<file path="src/rtl/seq_det_prog.sv">
// Programmable serial sequence detector: runtime-loadable 1..MAX_LEN bit pattern,
// overlapping or non-overlapping matching, valid-qualified input and saturating match counter.
module seq_det_prog #(
    parameter int                 MAX_LEN     = 8,
    parameter int                 CNT_W       = 8,
    parameter logic [MAX_LEN-1:0] DEF_PATTERN = 8'b0001_0110,
    parameter int                 DEF_LEN     = 5,
    parameter bit                 DEF_OVERLAP = 1'b1,
    localparam int                LEN_W       = $clog2(MAX_LEN + 1)
) (
    input  logic               clk,
    input  logic               rst,
    input  logic               in,
    input  logic               in_valid,
    input  logic               cfg_load,
    input  logic [MAX_LEN-1:0] cfg_pattern,
    input  logic [LEN_W-1:0]   cfg_len,
    input  logic               cfg_overlap,
    input  logic               cnt_clr,
    output logic               out,
    output logic [CNT_W-1:0]   match_cnt,
    output logic               cfg_err
);

    logic [MAX_LEN-1:0] hist_q, hist_d;
    logic [LEN_W-1:0]   vcnt_q, vcnt_d;
    logic [MAX_LEN-1:0] pat_q, pat_d;
    logic [LEN_W-1:0]   len_q, len_d;
    logic               ovl_q, ovl_d;
    logic               out_q, out_d;
    logic [CNT_W-1:0]   cnt_q, cnt_d;
    logic               err_q, err_d;

    logic               accept;
    logic               hit;
    logic [MAX_LEN-1:0] hist_shift;
    logic [MAX_LEN-1:0] len_mask;
    logic [LEN_W-1:0]   vcnt_inc;

    always_comb begin
        accept     = in_valid && !cfg_load && !err_q;
        hist_shift = {hist_q[MAX_LEN-2:0], in};
        vcnt_inc   = (vcnt_q == LEN_W'(MAX_LEN)) ? vcnt_q : vcnt_q + LEN_W'(1);
        for (int unsigned i = 0; i < MAX_LEN; i++) begin
            len_mask[i] = (i < 32'(len_q));
        end
        // Match is judged on the post-shift history and post-increment fresh count.
        hit = accept && (((hist_shift ^ pat_q) & len_mask) == '0) && (vcnt_inc >= len_q);

        hist_d = hist_q;
        vcnt_d = vcnt_q;
        pat_d  = pat_q;
        len_d  = len_q;
        ovl_d  = ovl_q;
        err_d  = err_q;
        out_d  = hit;
        cnt_d  = cnt_q;

        if (cfg_load) begin
            pat_d  = cfg_pattern;
            len_d  = cfg_len;
            ovl_d  = cfg_overlap;
            hist_d = '0;
            vcnt_d = '0;
            err_d  = (cfg_len == '0) || (cfg_len > LEN_W'(MAX_LEN));
        end else if (accept) begin
            hist_d = hist_shift;
            vcnt_d = (hit && !ovl_q) ? '0 : vcnt_inc;
        end

        if (cnt_clr || cfg_load) begin
            cnt_d = '0;
        end else if (hit && (cnt_q != '1)) begin
            cnt_d = cnt_q + CNT_W'(1);
        end
    end

    always_ff @(posedge clk) begin
        if (!rst) begin
            hist_q <= '0;
            vcnt_q <= '0;
            pat_q  <= DEF_PATTERN;
            len_q  <= LEN_W'(DEF_LEN);
            ovl_q  <= DEF_OVERLAP;
            out_q  <= 1'b0;
            cnt_q  <= '0;
            err_q  <= 1'b0;
        end else begin
            hist_q <= hist_d;
            vcnt_q <= vcnt_d;
            pat_q  <= pat_d;
            len_q  <= len_d;
            ovl_q  <= ovl_d;
            out_q  <= out_d;
            cnt_q  <= cnt_d;
            err_q  <= err_d;
        end
    end

    assign out       = out_q;
    assign match_cnt = cnt_q;
    assign cfg_err   = err_q;

endmodule

</file>
<file path="config.mk">
export PLATFORM = sky130hd
export DESIGN_NAME = seq_det_prog
export DESIGN_NICKNAME = d
export VERILOG_FILES = /design/src/rtl/seq_det_prog.sv
export SDC_FILE = /design/constraint.sdc
export NUM_CORES = 1
export LEC_CHECK = 0
export CAP_MARGIN = 0
export CORE_MARGIN = 1.5
export CORE_UTILIZATION = 52
export CTS_CLUSTER_SIZE = 24
export DETAILED_ROUTE_END_ITERATION = 6
export PLACE_DENSITY_LB_ADDON = 0.3
export SLEW_MARGIN = 30
export SYNTH_ARGS = -nofsm -noshare
export SYNTH_HDL_FRONTEND = slang
export SYNTH_SLANG_ARGS = --single-unit
</file>
<file path="constraint.sdc">
create_clock -name clk -period 3.9 [get_ports clk]
set_clock_uncertainty 0.15 [all_clocks]
set_input_delay 0.39 -clock clk [delete_from_list [all_inputs] [get_ports clk]]
set_output_delay 0.39 -clock clk [all_outputs]
set_load 0.01 [all_outputs]
</file>
==> results.json <==
{
  "cts_tree": "yes",
  "crit_top_cell": "ha_1",
  "powerDensity_nw_per_um2": 304,
  "wirelength_um": 3600,
  "synth_cell_types": 39,
  "grt_setup_unrepaired": "false",
  "die_h_um": 60.2,
  "clock-root-buffer": "clkbuf_4",
  "viasPerCell": 5.55,
  "numCtsBuffers": 5,
  "die_x_um": 60.2,
  "utilization": 0.665,
  "status": "finished clean",
  "dp_hpwl_um": 2720,
  "num_rows": 20,
  "finalHoldViolations": 0,
  "fmax_mhz": 303,
  "antenna_cells": 0,
  "stdcell_area_sq_um": 2050,
  "cp.required_ns": 4.00,
  "critPathKind": "register to register",
  "fin_crit_sh": 0.847,
  "reg2regPathDepth": 11,
  "path_cells": "inv_1 > ha_1 > and3b_1 > xnor2_1 > ha_1 > nand2b_1 > a2111oi_0 > nor4b_4 > and2_1 > nor2b_1 > o31ai_1",
  "synth_seq_area_share": 0.400,
  "cts_resized": 0,
  "leakagePower_nw": 0.732,
  "first_pass_iters": 4,
  "overflow": 0,
  "tns_ns": 0,
  "grt_pass1_vias": 1483,
  "path_max_fanout": 6,
  "antenna_found_initial": 0,
  "grt_max_degree": 20,
  "fin_ws_ns": 0.596,
  "coreArea_sq_um": 3080,
  "dr.first_iter.drc_count": 58,
  "clk_path_buf_depth": 2,
  "finish.net_count": 242,
  "min_period_ns": 3.30,
  "placedInstanceArea_sq_um": 2000,
  "drc_errors": 0,
  "gp_congestion": 0.809,
  "slew_violations": 0,
  "cts.sinks": 34,
  "critPathCaptureType": "register",
  "post-cts-setup-buffer-count": 0,
  "maxCapViolations": 0,
  "hold_depth": 2,
  "synth_area_sq_um": 1700,
  "vias": 1444,
  "cp_data_arrival_time_ns": 3.41,
  "cp_slowest_cell": "a2111oi_0",
  "max_stage_delay_ns": 0.79,
  "drive_gt1_frac": 0.0463,
  "synth_seq_cells": 34,
  "synthCells": 188,
  "wire_per_inst_um": 13.8,
  "max-vdd-ir-drop_uv": 194,
  "cts_hold_buf": 0,
  "tightest_slew_ns": 0.855,
  "avgSynthCellArea_sq_um": 9.04,
  "synth_fp_nets": 214,
  "setup_viol": 0,
  "initial_core_util": 0.552,
  "grt_pass1_wl_um": 6280,
  "insertion_delay_ns": 0.33,
  "port_buffers": 28,
  "total_power_mw": 0.621,
  "area_growth_pct": 20.4,
  "ys.flop_type": "dfxtp_1",
  "die-area_sq_um": 3620,
  "grt.total_usage": 0.234,
  "drtAntennaViolNets": 0,
  "pre_cts_ws_ns": 0.655,
  "slew_headroom": 0.415,
  "cts.clk_slew.worst_paths_ns": 0.10,
  "synth-edff-count": 0,
  "async_flop_share": 0,
  "worst_setup_path_start_kind": "register",
  "hp-class": "register to register",
  "io_pins": 29,
  "fillers": 254,
  "htreeDepth": 2,
  "yosysWarningCount": 0
}
## path summary, 6_finish.rpt
| kind | to | start | slack, ns |
|---|---|---|---|
| worst min register to register | hist_q[6] | hist_q[6] | 0.33 |
| worst min-delay path | hist_q[6] | hist_q[6] | 0.33 |
| worst max register to register | vcnt_q[0] | vcnt_q[0] | 0.60 |
| worst max-delay path | vcnt_q[0] | vcnt_q[0] | 0.60 |
## sequential cells by signal, summed over array words and instances, names as in the netlist
name       cells
match_cnt      8
hist_q         7
ovl_q          1
vcnt_q         4
out            1
pat_q          8
len_q          4
cfg_err        1
## per-layer routing
metal,track usage,share of wire,up-vias
met5,0,0,-
met4,0.111,0.013,0
met3,0.0519,0.038,7
met2,0.421,0.53,33
met1,0.257,0.42,687
li1,-,-,717
## report_power, final
part | internal (mW) | total (mW) | switching [mW]
Combinational | 0.0418 | 0.0763 | 0.0345
Sequential | 0.357 | 0.368 | 0.0113
Clock | 0.0680 | 0.177 | 0.109
## cell type report
class | instances | area, sq um | share of cell area
Clock buffer | 7 | 45.0 | 0.0220
Inverter | 5 | 18.8 | 0.00917
Multi-Input combinational cell | 140 | 952 | 0.465
Sequential cell | 34 | 681 | 0.333
Tap cell | 44 | 55.1 | 0.0269
Timing Repair Buffer | 30 | 295 | 0.144
## layout by cell type, fill, tap and decap left out, drive strengths merged, types with 3 or more instances in the layout
| master | Yosys | layout |
|---|---|---|
| nor2b | 9 | 9 |
| nor3 | 3 | 3 |
| mux2i | 13 | 13 |
| o21ai | 6 | 6 |
| xor2 | 5 | 5 |
| o31ai | 3 | 3 |
| or3 | 3 | 3 |
| nor2 | 7 | 7 |
| dfxtp | 34 | 34 |
| nand2b | 3 | 3 |
| clkdlybuf4s50 | 0 | 28 |
| nand3 | 12 | 12 |
| inv | 5 | 5 |
| clkbuf | 6 | 7 |
| a21oi | 16 | 16 |
| xnor2 | 9 | 9 |
| nand2 | 23 | 23 |
| ha | 7 | 7 |
## cell usage after synthesis, types with 4 or more instances
cell type   n  area (sq um)
mux2i_1    13           130
nand3_1    11          55.1
inv_1       5          18.8
nor2b_1     9          56.3
nor2_1      7          26.3
dfxtp_1    34           681
clkbuf_1    6          22.5
o21ai_1     4          20.0
ha_1        7          87.6
a21oi_1    16          80.1
xor2_1      5          43.8
nand2_1    23          86.3
xnor2_1     9          78.8
## worst max-delay path: cells and delay by family, from the launching register on
family                     cells  cell delay, ns
adders and majority gates      2            0.48
and+or+nand+nor                5            0.91
buffers and inverters          1            0.10
DFF                            1            0.43
AOI/OAI and AO/OA              2            1.01
xor gates and xnor gates       1            0.14
## stage by stage
stage,hold slack [ns],std cells
after floorplan,0.292,188
after global routing,0.360,260
after CTS,0.329,260
after detailed placement,0.315,253
final,0.329,260
after global placement,0.312,253
## cells by family (layout without fill, tap and decap cells)
kind of cell	Yosys count	count (layout)	synth area share
AND/OR/NAND/NOR	73	73	0.239
buffers and inverters	14	42	0.0397
AO/OA/AOI/OAI	33	33	0.121
XOR/XNOR	14	14	0.0721
flip-flops	34	34	0.400
adder cells (fa/ha/maj)	7	7	0.0515
multiplexers	13	13	0.0765
Note: power is estimated with default switching activity, not from simulation.
